`src/rtl/fabric_arb_pkg.sv`:
```
// Shared types and bank-select constants for the fabric SRAM arbiter.
package fabric_arb_pkg;

    typedef enum logic [1:0] {
        ARB_IDLE   = 2'b00,
        ARB_STREAM = 2'b01,
        ARB_DRAIN  = 2'b10
    } arb_state_t;

    localparam logic [1:0] BANK_A  = 2'b01;
    localparam logic [1:0] BANK_B  = 2'b10;
    localparam logic [1:0] BANK_AB = 2'b11;

    function automatic logic bank_hits_a(input logic [1:0] bank);
        return (bank & BANK_A) != 2'b00;
    endfunction

    function automatic logic bank_hits_b(input logic [1:0] bank);
        return (bank & BANK_B) != 2'b00;
    endfunction

endpackage

```
`src/rtl/fabric_stat_counter.sv`:
```
// Free-running statistics counter: increments when enabled, wraps at 2^CNT_W.
module fabric_stat_counter #(
    parameter int CNT_W = 32
) (
    input  logic             clk,
    input  logic             reset_n,
    input  logic             en,
    output logic [CNT_W-1:0] count
);

    // Count enabled cycles; natural overflow provides the wrap.
    always_ff @(posedge clk or negedge reset_n) begin
        if (!reset_n) begin
            count <= {CNT_W{1'b0}};
        end else if (en) begin
            count <= count + CNT_W'(1);
        end
    end

endmodule

```
`src/rtl/fabric_sram_arbiter.sv`:
```
// Arbitrates the dual-bank ternary SRAM between engine reads and host writes.
// Optional statistics counters are built when ARB_STATS_EN is defined.
module fabric_sram_arbiter
    import fabric_arb_pkg::*;
#(
    parameter int ADDR_W       = 12,
    parameter int DATA_W       = 24,
    parameter int STARVE_LIMIT = 8,
    parameter int CNT_W        = 32
) (
    input  logic              clk,
    input  logic              reset_n,
    input  logic              frame_active,
    input  logic              eng_req_valid,
    output logic              eng_req_ready,
    input  logic [ADDR_W-1:0] eng_req_addr,
    output logic              eng_rsp_valid,
    output logic [DATA_W-1:0] eng_rsp_weight,
    output logic [DATA_W-1:0] eng_rsp_input,
    input  logic              host_wr_valid,
    output logic              host_wr_ready,
    input  logic [ADDR_W-1:0] host_wr_addr,
    input  logic [1:0]        host_wr_bank,
    input  logic [DATA_W-1:0] host_wr_data,
    output logic [ADDR_W-1:0] sram_addr_a,
    output logic [ADDR_W-1:0] sram_addr_b,
    output logic              sram_we_a,
    output logic              sram_we_b,
    output logic [DATA_W-1:0] sram_din_a,
    output logic [DATA_W-1:0] sram_din_b,
    input  logic [DATA_W-1:0] sram_dout_a,
    input  logic [DATA_W-1:0] sram_dout_b,
    output logic [CNT_W-1:0]  stat_conflicts,
    output logic [CNT_W-1:0]  stat_forced
);

    localparam int                  STARVE_W   = $clog2(STARVE_LIMIT + 1);
    localparam logic [STARVE_W-1:0] STARVE_MAX = STARVE_W'(STARVE_LIMIT);

    arb_state_t          state_r;
    arb_state_t          state_nxt_s;
    logic [STARVE_W-1:0] starve_cnt_r;
    logic [STARVE_W-1:0] starve_cnt_nxt_s;
    logic [1:0]          rd_pipe_r;
    logic                conflict_s;
    logic                eng_grant_s;
    logic                host_grant_s;

    assign conflict_s    = eng_req_valid && host_wr_valid;
    // Grants are masked during reset so every output reads zero while reset_n is low.
    assign eng_req_ready = eng_grant_s && reset_n;
    assign host_wr_ready = host_grant_s && reset_n;

    // Grant selection: engine wins conflicts only while streaming and the host is not starved.
    always_comb begin
        eng_grant_s  = 1'b0;
        host_grant_s = 1'b0;
        if (conflict_s) begin
            if ((state_r == ARB_STREAM) && (starve_cnt_r != STARVE_MAX)) begin
                eng_grant_s = 1'b1;
            end else begin
                host_grant_s = 1'b1;
            end
        end else begin
            eng_grant_s  = eng_req_valid;
            host_grant_s = host_wr_valid;
        end
    end

    // Starvation counter: counts lost host cycles, saturating, cleared on a host grant.
    always_comb begin
        starve_cnt_nxt_s = starve_cnt_r;
        if (host_grant_s) begin
            starve_cnt_nxt_s = {STARVE_W{1'b0}};
        end else if (host_wr_valid && (starve_cnt_r != STARVE_MAX)) begin
            starve_cnt_nxt_s = starve_cnt_r + STARVE_W'(1);
        end else begin
            starve_cnt_nxt_s = starve_cnt_r;
        end
    end

    // Next-state logic for the streaming mode FSM.
    always_comb begin
        state_nxt_s = state_r;
        case (state_r)
            ARB_IDLE: begin
                if (frame_active) begin
                    state_nxt_s = ARB_STREAM;
                end else begin
                    state_nxt_s = ARB_IDLE;
                end
            end
            ARB_STREAM: begin
                if (!frame_active) begin
                    state_nxt_s = ARB_DRAIN;
                end else begin
                    state_nxt_s = ARB_STREAM;
                end
            end
            ARB_DRAIN: begin
                if (frame_active) begin
                    state_nxt_s = ARB_STREAM;
                end else if (rd_pipe_r == 2'b00) begin
                    state_nxt_s = ARB_IDLE;
                end else begin
                    state_nxt_s = ARB_DRAIN;
                end
            end
            default: begin
                state_nxt_s = ARB_IDLE;
            end
        endcase
    end

    // State, starvation count and read-valid pipe registers.
    always_ff @(posedge clk or negedge reset_n) begin
        if (!reset_n) begin
            state_r      <= ARB_IDLE;
            starve_cnt_r <= {STARVE_W{1'b0}};
            rd_pipe_r    <= 2'b00;
        end else begin
            state_r      <= state_nxt_s;
            starve_cnt_r <= starve_cnt_nxt_s;
            rd_pipe_r    <= {rd_pipe_r[0], eng_grant_s};
        end
    end

    // SRAM drive registers: one transaction per cycle, addresses hold when idle.
    always_ff @(posedge clk or negedge reset_n) begin
        if (!reset_n) begin
            sram_addr_a <= {ADDR_W{1'b0}};
            sram_addr_b <= {ADDR_W{1'b0}};
            sram_we_a   <= 1'b0;
            sram_we_b   <= 1'b0;
            sram_din_a  <= {DATA_W{1'b0}};
            sram_din_b  <= {DATA_W{1'b0}};
        end else begin
            sram_we_a <= 1'b0;
            sram_we_b <= 1'b0;
            if (host_grant_s) begin
                if (bank_hits_a(host_wr_bank)) begin
                    sram_addr_a <= host_wr_addr;
                    sram_din_a  <= host_wr_data;
                    sram_we_a   <= 1'b1;
                end
                if (bank_hits_b(host_wr_bank)) begin
                    sram_addr_b <= host_wr_addr;
                    sram_din_b  <= host_wr_data;
                    sram_we_b   <= 1'b1;
                end
            end else if (eng_grant_s) begin
                sram_addr_a <= eng_req_addr;
                sram_addr_b <= eng_req_addr;
            end
        end
    end

    // Read data arrives from the SRAM one cycle after the registered address.
    assign eng_rsp_valid  = rd_pipe_r[1];
    assign eng_rsp_weight = rd_pipe_r[1] ? sram_dout_a : {DATA_W{1'b0}};
    assign eng_rsp_input  = rd_pipe_r[1] ? sram_dout_b : {DATA_W{1'b0}};

`ifdef ARB_STATS_EN
    logic forced_s;

    assign forced_s = conflict_s && (state_r == ARB_STREAM) && (starve_cnt_r == STARVE_MAX);

    fabric_stat_counter #(.CNT_W(CNT_W)) u_conflicts (
        .clk     (clk),
        .reset_n (reset_n),
        .en      (conflict_s),
        .count   (stat_conflicts)
    );

    fabric_stat_counter #(.CNT_W(CNT_W)) u_forced (
        .clk     (clk),
        .reset_n (reset_n),
        .en      (forced_s),
        .count   (stat_forced)
    );
`else
    assign stat_conflicts = {CNT_W{1'b0}};
    assign stat_forced    = {CNT_W{1'b0}};
`endif

endmodule

```
`config.mk`:
```
export PLATFORM = sky130hd
export DESIGN_NAME = fabric_sram_arbiter
export DESIGN_NICKNAME = d
export VERILOG_FILES = /design/src/rtl/fabric_arb_pkg.sv /design/src/rtl/fabric_stat_counter.sv /design/src/rtl/fabric_sram_arbiter.sv
export SDC_FILE = /design/constraint.sdc
export NUM_CORES = 1
export LEC_CHECK = 0
export CORE_AREA = 2 2 113 115
export DETAILED_ROUTE_END_ITERATION = 8
export DIE_AREA = 0 0 115 117
export HOLD_SLACK_MARGIN = 0.15
export PLACE_DENSITY_LB_ADDON = 0.12
export SLEW_MARGIN = 5
export SYNTH_ARGS = -nofsm -noshare
export SYNTH_HDL_FRONTEND = slang
export SYNTH_SLANG_ARGS = --single-unit
```
`constraint.sdc`:
```
create_clock -name clk -period 2.3 [get_ports clk]
set_input_delay 0.46 -clock clk [delete_from_list [all_inputs] [get_ports clk]]
set_output_delay 0.46 -clock clk [all_outputs]
set_load 0.02 [all_outputs]
```
## After elaboration in Yosys (flattened, before gate mapping)

Index checks and enable logic that the tools add are counted.

| storage, ports and cells | value |
|---|---|
| bits in registers | 82 |
| bits in latches | 0 |
| bits in writable memories | 0 |
| ROM bits | 0 |
| input bits | 103 |
| output and inout bits | 189 |
| word-level logic and storage cells | 50 |
| memories | 0 |

| cells by class | value |
|---|---|
| $add $sub $neg | 1 |
| $mul | 0 |
| divide/modulo/power cells | 0 |
| $lt $le $gt $ge | 0 |
| equal/unequal tests | 5 |
| shift operators | 0 |
| mux-type cells | 22 |
| bitwise gates (word level) | 0 |
| reduce and logical (&&, ||, !) cells | 13 |

Operator list:

| kind | count |
|---|---|
| $mux W12 | 5 |
| $mux W24 | 2 |
| $mux W1 | 9 |
| $mux W4 | 2 |
| $reduce_and A2 Y1 | 4 |
| $mux W2 | 3 |
| $pmux W2 S3 | 1 |
| $logic_and A1 B1 Y1 | 5 |
| $add A4 B1 Y4 const B | 1 |
| $logic_not A2 Y1 | 2 |
| $ne A2 B2 Y1 const B | 2 |
| $ne A4 B4 Y1 const B | 1 |
| $reduce_bool A2 Y1 | 2 |
| $eq A2 B1 Y1 const B | 1 |
| $eq A2 B2 Y1 const B | 1 |

## Longest topological paths before layout

Gate-level depths: netlist of run 1.

| depth | value |
|---|---|
| depth after elaboration | 6 |
| depth in mapped cells | 7 |

## Worst setup path before layout of run 1

OpenSTA, ideal clock, no wires.

| timing | value |
|---|---|
| path kind | register to output |
| start point | register starve_cnt_r[0] |
| end point | output port eng_req_ready |
| arrival time | 1.495 ns |
| required time | 1.840 ns |
| path slack | 0.345 ns |
| stages on the path, launching flop included | 8 |
| buffers on the path | 2 |
| cell sequence | dfrtp_1 inv_1 ha_1 and3b_1 buf_4 buf_6 o21ai_0 and2_1 |

| on the way | value |
|---|---|
| word-level cells in the longest chain between the ends | 5 |

Ends and longest elaborated chain:

| item | RTL line | RTL |
|---|---|---|
| from (decl) | fabric_sram_arbiter.sv:42 | `logic [STARVE_W-1:0] starve_cnt_r;` |
| from (signal assigned) | fabric_sram_arbiter.sv:119 | `starve_cnt_r <= {STARVE_W{1'b0}};` |
| from (signal assigned) | fabric_sram_arbiter.sv:123 | `starve_cnt_r <= starve_cnt_nxt_s;` |
| $ne A4 B4 Y1 | fabric_sram_arbiter.sv:59 | `if ((state_r == ARB_STREAM) && (starve_cnt_r != STARVE_MAX)) begin` |
| $logic_and A1 B1 Y1 | fabric_sram_arbiter.sv:59 |  |
| $mux W1 | fabric_sram_arbiter.sv:59 |  |
| $mux W1 | fabric_sram_arbiter.sv:58 | `if (conflict_s) begin` |
| via eng_grant_s | fabric_sram_arbiter.sv:46 | `logic eng_grant_s;` |
| $logic_and A1 B1 Y1 | fabric_sram_arbiter.sv:51 | `assign eng_req_ready = eng_grant_s && reset_n;` |
| to (decl) | fabric_sram_arbiter.sv:15 | `output logic eng_req_ready,` |

The timed path passes the listed nets, and every way through them passes these cells.

## Worst setup path after layout of run 1

| timing | value |
|---|---|
| start point | register rd_pipe_r[1] |
| end point | output port eng_rsp_weight[0] |

| on the way | value |
|---|---|
| word-level cells in the longest chain between the ends | 1 |

Ends and longest elaborated chain:

| item | RTL line | RTL |
|---|---|---|
| from (decl) | fabric_sram_arbiter.sv:44 | `logic [1:0] rd_pipe_r;` |
| from (signal assigned) | fabric_sram_arbiter.sv:124 | `rd_pipe_r <= {rd_pipe_r[0], eng_grant_s};` |
| $mux W24 | fabric_sram_arbiter.sv:160 | `assign eng_rsp_weight = rd_pipe_r[1] ? sram_dout_a : {DATA_W{1'b0}};` |
| to (decl) | fabric_sram_arbiter.sv:18 | `output logic [DATA_W-1:0] eng_rsp_weight,` |

Every way passes these cells.

==> results of run 1 <==
## critical path: stages (launching register included)
cell	delay, ns
dfrtp_2	0.44
buf_12	0.18
and2_1	0.14
clkdlybuf4s50_1	0.61
## cell families (layout without fill, tap and decap cells)
group                    Yosys count  in the layout  synth area share (%)
other                              1             64                0.0844
flip-flops                        82             82                  46.2
buffers and inverters             88            274                  14.5
multiplexers                      51             51                  14.5
adder cells (fa/ha/maj)            2              2                 0.563
AO/OA/AOI/OAI                     51             51                  11.2
AND/OR/NAND/NOR                   91             91                  13.0
## cell type report
| cell class | instances | area [µm²] |
|---|---|---|
| clock inverter | 7 | 101 |
| tap | 150 | 188 |
| timing repair buffer | 255 | 2520 |
| inverter | 3 | 11.3 |
| clock buffer | 9 | 225 |
| fill | 1099 | 5230 |
| multi-input combinational | 259 | 1980 |
| sequential | 82 | 2050 |
## layer usage
layer  global-route usage (%)  routed length, µm  vias to the layer above
met2                     31.5               6350                      167
li1                         -                  -                     1646
met4                     5.78                156                        0
met5                        0                  0                        -
met1                     22.7               5090                     1727
met3                     6.28               1310                       15
## flip-flops by register name (all words and copies together), names as in the netlist
register / cells
sram_we_a: 1
rd_pipe_r: 2
sram_din_b: 24
state_r: 2
starve_cnt_r: 4
sram_addr_b: 12
sram_we_b: 1
sram_addr_a: 12
sram_din_a: 24
## synthesized netlist by cell type (all sizes together), types with 3 or more instances
| cell type | count |
|---|---|
| mux2i | 3 |
| inv | 3 |
| and2 | 49 |
| nand2 | 4 |
| a21oi | 5 |
| clkbuf | 8 |
| dfrtp | 82 |
| o21ai | 4 |
| nand2b | 26 |
| mux2 | 48 |
| o211ai | 3 |
| buf | 77 |
| o32a | 11 |
| o221a | 22 |
## worst max path at each step
stage / from / to / slack [ns] / depth (start not counted)
floorplan: starve_cnt_r[0]$_DFFE_PN0P_ / eng_req_ready / 0.34 / 7
global placement: eng_req_valid / eng_req_ready / -0.24 / 5
detailed placement: eng_req_valid / eng_req_ready / -0.26 / 5
CTS: eng_req_valid / host_wr_ready / 0.02 / 5
global route: rd_pipe_r[1]$_DFF_PN0_ / eng_rsp_weight[0] / 0.04 / 3
finish: rd_pipe_r[1]$_DFF_PN0_ / eng_rsp_weight[0] / 0.13 / 3
## power by group through the flow
stage	clock network, mW	registers [mW]	logic (mW)
detailed placement	0	1.83	1.79
global route	1.67	1.84	1.90
floorplan	0	2.09	0.687
global placement	0	1.82	1.78
finish	1.57	1.81	1.78
CTS	1.61	1.81	1.80
## per-stage QoR
| stage | worst slack, ns | utilization [%] | std cells | TNS, ns |
|---|---|---|---|---|
| floorplan | 0.345 | - | 429 | 0 |
| global placement | -0.243 | 54.9 | 748 | -0.456 |
| detailed placement | -0.258 | 54.9 | 748 | -0.466 |
| CTS | 0.0162 | 57.6 | 765 | 0 |
| global route | 0.0411 | 57.5 | 765 | 0 |
| finish | 0.129 | 57.5 | 765 | 0 |
## what timing repair did
item,4_1_cts,5_1_grt
hold endpoints to repair,22,0
hold buffers,1,0
setup endpoints to repair,2,38
gates resized for setup,3,5
==> flow_metrics.tcl, run 1 <==
set metrics [dict create \
    status "complete, no violations" \
    synth-main-ff-cell "dfrtp_1" \
    hp-start "rd_pipe_r[0]$_DFF_PN0_" \
    yosysWarnings 0 \
    period_minus_slack_ns 2.17 \
    worstPathRequired_ns 1.84 \
    htreeDepth 3 \
    swShare_pct 30.6 \
    fmax_mhz 461 \
    gp_congestion 0.766 \
    mostFrequentLayoutCell "clkdlybuf4s50_1" \
    final_antenna_net_count 0 \
    worst-r2r-setup-slack_ns 0.42 \
    crit_fanout 35 \
    cts.sinks 82 \
    rsz0062_at_grt "false" \
    pin_count 292 \
    syn-instance-count 366 \
    pwr-share-seq_pct 35.0 \
    finalCritPeriodShare_pct 94.4 \
    drive_gt1_share_pct 19.8 \
    ys_types 35 \
    fin_nets 715 \
    cellPowerDensity_nw_per_um2 729 \
    clk_pin_slew_ns 0.07 \
    skew_ns 0.00991 \
    hold_path.class "flip-flop to flip-flop" \
    grt_pass1_wl_um 19400 \
    switchingPower_mw 1.58 \
    via_count 3555 \
    antenna_cells 0 \
    async_flop_share_pct 100 \
    ys_top_cells_by_area "dfrtp_1 (46%), buf_4 (11%), mux2_2 (7.4%)" \
    slew_headroom_pct 50.5 \
    syn_area_per_cell_um2 12.1 \
    drtIter0Drc 92 \
    ys_seq_elements 82 \
    hold_end "rd_pipe_r[1]$_DFF_PN0_" \
    cts-root-buf "clkbuf_16" \
    post-cts-setup-buffers 0 \
    start_util_pct 36.1 \
    coreArea_um2 12300 \
    crit_arrival_ns 1.71 \
    area_delta_synth_final_pct 59.5 \
    avgViaCountPerCell 4.65 \
    ir_drop_v 0.000414 \
    dr.pass1.iters 4 \
    r2r-start "starve_cnt_r[0]$_DFFE_PN0P_" \
    wl_um 12900 \
    intPower_mw 3.58 \
    worstMarginPinSlew_ns 0.743 \
    cap_violations 0 \
    drv_slew 0 \
    rows 41 \
    overflow 0 \
    avgRoutedWirePerCell_um 16.9 \
    hold_viol 0 \
    final_cell_mix "clkdlybuf4s50_1 (223), dfrtp_1 (81), conb_1 (64), and2_1 (49), mux2_2 (29)" \
    dp_hpwl_um 9850 \
    antenna_found_initial 0 \
    power_mw 5.17 \
    setup_violations 0 \
    rr_worst_depth 8 \
    synth_top_area_share_pct 46.2 \
    cts_tree "yes" \
    clockBufferDepth 2 \
    worst_r2r_endpoint "sram_din_b[23]$_DFFE_PN0P_" \
    worst-setup-path-type "flip-flop to primary output" \
    final_cell_area_um2 7080 \
    comb_power_share_pct 34.5 \
    die-area_um2 13500 \
    clock_latency_ns 0.34 \
    die_w_um 115 \
    grt_pass1_vias 3604 \
    cts_buffers 9 \
    holdPathStages 0 \
    yosysSeqAreaShare_pct 46.2 \
    place_area_um2 6750 \
    p_leak_nw 3.01 \
    cp-end-kind "primary output" \
    p_clk_share_pct 30.4 \
    holdWs_ns 0.403 \
    die_h_um 117 \
    cp-start-kind "flip-flop" \
    grt_max_degree 61 \
    synth_edf_count 0 \
    syn_area_um2 4440 \
    synth_top_area_cell "dfrtp_1" \
    drc_errors 0 \
    port-buffer-count 227 \
    grt_use_total_pct 18.6 \
]
(Power assumes the default switching activity.)
==> inputs of run 2 (changes only) <==
SETUP_SLACK_MARGIN = 0.05   (was unset)
==> flow_metrics.tcl, run 2 (synthesis gave the netlist of run 1 again) <==
set metrics [dict create \
    worst_r2r_endpoint "sram_din_b[23]$_DFFE_PN0P_" \
    clk_pin_slew_ns 0.07 \
    drive_gt1_share_pct 19.8 \
    grt_pass1_wl_um 19400 \
    grt_use_total_pct 18.6 \
    grt_max_degree 61 \
    final_cell_area_um2 7100 \
    ir_drop_v 0.000414 \
    wl_um 12900 \
    cp-end-kind "primary output" \
    p_leak_nw 3.05 \
    die_h_um 117 \
    rr_worst_depth 8 \
    slew_headroom_pct 50.5 \
    clock_latency_ns 0.34 \
    htreeDepth 3 \
    cts-root-buf "clkbuf_16" \
    rows 41 \
    cts_buffers 9 \
    cp-start-kind "flip-flop" \
    fmax_mhz 462 \
    cap_violations 0 \
    period_minus_slack_ns 2.16 \
    clockBufferDepth 2 \
    pin_count 292 \
    die-area_um2 13500 \
    area_delta_synth_final_pct 59.8 \
    cellPowerDensity_nw_per_um2 728 \
    fillers 1095 \
    post-cts-setup-buffers 0 \
    fin_nets 715 \
    crit_start "rd_pipe_r[1]$_DFF_PN0_" \
    final-seq-area_um2 2050 \
    die_w_um 115 \
    drc_errors 0 \
    worstPathRequired_ns 1.84 \
    drv_slew 0 \
    drtIter0Drc 92 \
    worstMarginPinSlew_ns 0.743 \
    dp_hpwl_um 9850 \
    rsz0062_at_grt "true" \
    antenna_cells 0 \
    worst-r2r-setup-slack_ns 0.42 \
    hold_path.class "flip-flop to flip-flop" \
    gp_congestion 0.766 \
    place_inst 748 \
    r2r-start "starve_cnt_r[0]$_DFFE_PN0P_" \
    crit_arrival_ns 1.70 \
    final_antenna_net_count 0 \
    hp-start "rd_pipe_r[0]$_DFF_PN0_" \
    final_cells 765 \
    start_util_pct 36.1 \
    cts.sinks 82 \
    finalCritPeriodShare_pct 94.1 \
    overflow 0 \
    grt_pass1_vias 3604 \
    setup_violations 0 \
    final_cell_mix "clkdlybuf4s50_1 (220), dfrtp_1 (81), conb_1 (64), and2_1 (49), mux2_2 (29)" \
    hold_viol 0 \
    hold_end "rd_pipe_r[1]$_DFF_PN0_" \
    reg_top3 "sram_din_a: 24 flops, sram_din_b: 24 flops" \
    multi_input_area_um2 1980 \
    holdPathStages 0 \
    dr.pass1.iters 4 \
    worst-setup-path-type "flip-flop to primary output" \
    cts_tree "yes" \
    avgRoutedWirePerCell_um 16.9 \
    crit_fanout 35 \
    port-buffer-count 227 \
    avgViaCountPerCell 4.65 \
    via_count 3561 \
    status "complete, no violations" \
    mostFrequentLayoutCell "clkdlybuf4s50_1" \
    skew_ns 0.00991 \
    fin_util_pct 57.7 \
    coreArea_um2 12300 \
    place_area_um2 6750 \
    antenna_found_initial 0 \
]
-- run 2: cell type report --
class	instances	share of cell area (%)
inverters	3	0.159
repair buffers	255	35.8
clock buffers	9	3.17
clock inverters	7	1.43
well taps	150	2.64
flip-flops and latches	82	28.9
multi-input cells	259	27.9
-- run 2: how the worst max path moves through the flow --
stage / slack, ns / depth (start not counted) / to
floorplan: 0.34 / 7 / eng_req_ready
global route: 0.04 / 6 / eng_req_ready
finish: 0.14 / 3 / eng_rsp_weight[16]
detailed placement: -0.26 / 5 / eng_req_ready
global placement: -0.24 / 5 / eng_req_ready
CTS: 0.07 / 6 / eng_req_ready
-- run 2: worst max-delay path, cell delays in order (launching register included) --
cell and delay [ns]:
dfrtp_2 0.44, buf_12 0.18, and2_1 0.14, clkdlybuf4s50_1 0.61
-- run 2: repair_timing --
action                                 in CTS  in global routing
resized for setup                           7                  6
endpoints found under the hold margin      22                  0
setup endpoints to repair                   4                  5
hold buffers                                1                  0
-- run 2: power by group --
part,leakage (nW),total [mW],switching (mW),internal [mW]
clock network,0.158,1.57,0.609,0.962
registers,0.964,1.81,0.137,1.67
logic,1.93,1.78,0.835,0.949
total,3.05,5.17,1.58,3.58
-- run 2: through the flow --
stage | worst slack, ns | hold WS [ns] | total power, mW | TNS (ns)
4_1_cts | 0.0695 | 0.407 | 5.22 | 0
3_5_place_dp | -0.258 | 0.384 | 3.63 | -0.466
5_1_grt | 0.0393 | 0.417 | 5.41 | 0
3_3_place_gp | -0.243 | 0.383 | 3.60 | -0.456
2_1_floorplan | 0.345 | 0.164 | 2.78 | 0
6_report | 0.136 | 0.403 | 5.17 | 0
-- run 2: metal layers --
layer	global-route usage [%]	vias to the layer above	part of all wire (%)
met5	0	-	0
met4	5.78	0	1.2
met3	6.28	15	10
met2	31.5	167	49
met1	22.7	1732	40
li1	-	1647	-
==> inputs of run 3 (changes only) <==
==> constraint.sdc (replaced) <==
create_clock -name clk -period 2.3 [get_ports clk]
set_input_delay 0.69 -clock clk [delete_from_list [all_inputs] [get_ports clk]]
set_output_delay 0.69 -clock clk [all_outputs]
set_load 0.02 [all_outputs]
==> flow_metrics.tcl, run 3 (synthesis gave the netlist of run 1 again) <==
set metrics [dict create \
    die-area_um2 13500 \
    fin_util_pct 56.9 \
    comb_power_share_pct 35.5 \
    final_antenna_net_count 0 \
    rr_worst_depth 8 \
    p_clk_share_pct 28.2 \
    cts_buffers 9 \
    dr.pass1.iters 4 \
    cpLargestDelayFamily "buffers and inverters" \
    reg_top3 "sram_din_a: 24 flops, sram_din_b: 24 flops" \
    overflow 0 \
    mostFrequentLayoutCell "clkdlybuf4s50_1" \
    worst_r2r_endpoint "sram_din_b[3]$_DFFE_PN0P_" \
    cellPowerDensity_nw_per_um2 709 \
    dp_slack_ns -0.769 \
    die_w_um 115 \
    r2r-start "starve_cnt_r[1]$_DFFE_PN0P_" \
    gp_congestion 0.784 \
    pin_count 292 \
    start_util_pct 36.1 \
    clockBufferDepth 2 \
    final.setup.tns_ns 0 \
    antenna_found_initial 0 \
    setup_slack_ns 0.0712 \
    clock_latency_ns 0.34 \
    grt_pass1_vias 3651 \
    cp.buffers_inverters 2 \
    switchingPower_mw 1.60 \
    intPower_mw 3.36 \
    slowest_stage "clkdlybuf4s50_1" \
    hold_viol 0 \
    ir_drop_v 0.000369 \
    postCtsHoldBufs 0 \
    avgRoutedWirePerCell_um 16.8 \
    skew_ns 0.00532 \
    grt_use_total_pct 18.7 \
    cp-start-kind "input pin" \
    rows 41 \
    crit_arrival_ns 1.54 \
    drtIter0Drc 123 \
    pwr-share-seq_pct 36.3 \
    crit_start "sram_dout_b[1]" \
    path_cells "clkdlybuf4s50_1, and2_1, clkdlybuf4s15_1" \
    drv_slew 0 \
    drc_errors 0 \
    wl_um 13000 \
    die_h_um 117 \
    status "complete, no violations" \
    fmax_mhz 449 \
    grt_max_degree 76 \
    crit_end "eng_rsp_input[1]" \
    period_minus_slack_ns 2.23 \
    setup_violations 0 \
    avgViaCountPerCell 4.62 \
    finalCritPeriodShare_pct 96.9 \
    htreeDepth 3 \
    final_cell_mix "clkdlybuf4s50_1 (173), dfrtp_1 (82), conb_1 (64), and2_1 (49), buf_4 (35)" \
    hold_path.class "input pin to async pin" \
    rsz0062_at_grt "true" \
    worst-setup-path-type "input pin to primary output" \
    port-buffer-count 227 \
    cp-end-kind "primary output" \
    cts.sinks 82 \
    clk_pin_slew_ns 0.06 \
    antenna_cells 0 \
    crit_fanout 1 \
    cap_violations 0 \
    slew_headroom_pct 36.6 \
    grt_pass1_wl_um 19400 \
    worstMarginPinSlew_ns 0.950 \
    via_count 3575 \
    cts_tree "yes" \
    drive_gt1_share_pct 29.6 \
    fillers 1085 \
    swShare_pct 32.3 \
    cts-root-buf "clkbuf_16" \
    coreArea_um2 12300 \
    worstPathRequired_ns 1.61 \
    area_delta_synth_final_pct 57.7 \
    cp.depth 3 \
    p_leak_nw 3.08 \
    worst-r2r-setup-slack_ns 0.45 \
    dp_hpwl_um 9600 \
    cpPeakStageDelay_ns 0.44 \
    fin_nets 724 \
]
## run 3: cell types whose count changed in the layout (fill, tap and decap cells not counted), moves of 2 or more
| cell | before | now |
|---|---|---|
| buf_2 | 1 | 9 |
| buf_4 | 24 | 35 |
| buf_6 | 0 | 2 |
| bufinv_16 | 2 | 0 |
| clkbuf_2 | 0 | 21 |
| clkdlybuf4s15_2 | 1 | 18 |
| clkdlybuf4s50_1 | 220 | 173 |
| dlymetal6s2s_1 | 4 | 1 |
| inv_1 | 3 | 1 |
| inv_2 | 0 | 2 |
| inv_6 | 1 | 3 |
## run 3: stage by stage
| step | cell area, µm² | cells | power (mW) | hold WS [ns] |
|---|---|---|---|---|
| 5_1_grt | 7000 | 774 | 5.21 | 0.298 |
| 4_1_cts | 7130 | 772 | 5.04 | 0.288 |
| 3_5_place_dp | 6790 | 754 | 3.63 | 0.383 |
| 2_1_floorplan | 4680 | 429 | 2.78 | 0.354 |
| 6_report | 7000 | 774 | 4.97 | 0.296 |
| 3_3_place_gp | 6790 | 754 | 3.61 | 0.392 |
## run 3: final cells by class
| class | instances | area, µm² | area share (%) |
|---|---|---|---|
| clock buffer | 10 | 239 | 3.41 |
| sequential | 82 | 2050 | 29.3 |
| timing repair buffer | 264 | 2460 | 35.1 |
| tap | 150 | 188 | 2.68 |
| inverter | 3 | 11.3 | 0.161 |
| clock inverter | 6 | 47.5 | 0.679 |
| multi-input combinational | 259 | 2000 | 28.6 |
## run 3: power groups by stage
stage          clock, mW  sequential [mW]  combinational (mW)
2_1_floorplan          0             2.09               0.687
3_3_place_gp           0             1.82                1.79
3_5_place_dp           0             1.83                1.80
4_1_cts             1.44             1.81                1.79
5_1_grt             1.50             1.83                1.88
6_report            1.40             1.80                1.76
## run 3: what timing repair did
action | 4_1_cts | 5_1_grt
resized for setup | 145 | 32
setup buffers | 2 | 2
pin swaps | 0 | 3
endpoints found under the setup margin | 50 | 32
## run 3: worst min path at each step
| stage | end | slack [ns] | cells after the start |
|---|---|---|---|
| floorplan | rd_pipe_r[1]$_DFF_PN0_ | 0.35 | 0 |
| global placement | rd_pipe_r[1]$_DFF_PN0_ | 0.39 | 0 |
| detailed placement | rd_pipe_r[1]$_DFF_PN0_ | 0.38 | 0 |
| CTS | starve_cnt_r[3]$_DFFE_PN0P_ | 0.29 | 2 |
| global route | rd_pipe_r[0]$_DFF_PN0_ | 0.30 | 2 |
| finish | starve_cnt_r[3]$_DFFE_PN0P_ | 0.30 | 2 |
## run 3: metal layers
metal	part of all wire, %	wire length, µm	GRT usage, %
met3	11	1390	7.42
met4	1.3	170	5.54
met2	48	6220	30.9
met1	40	5200	22.8
met5	0	0	0
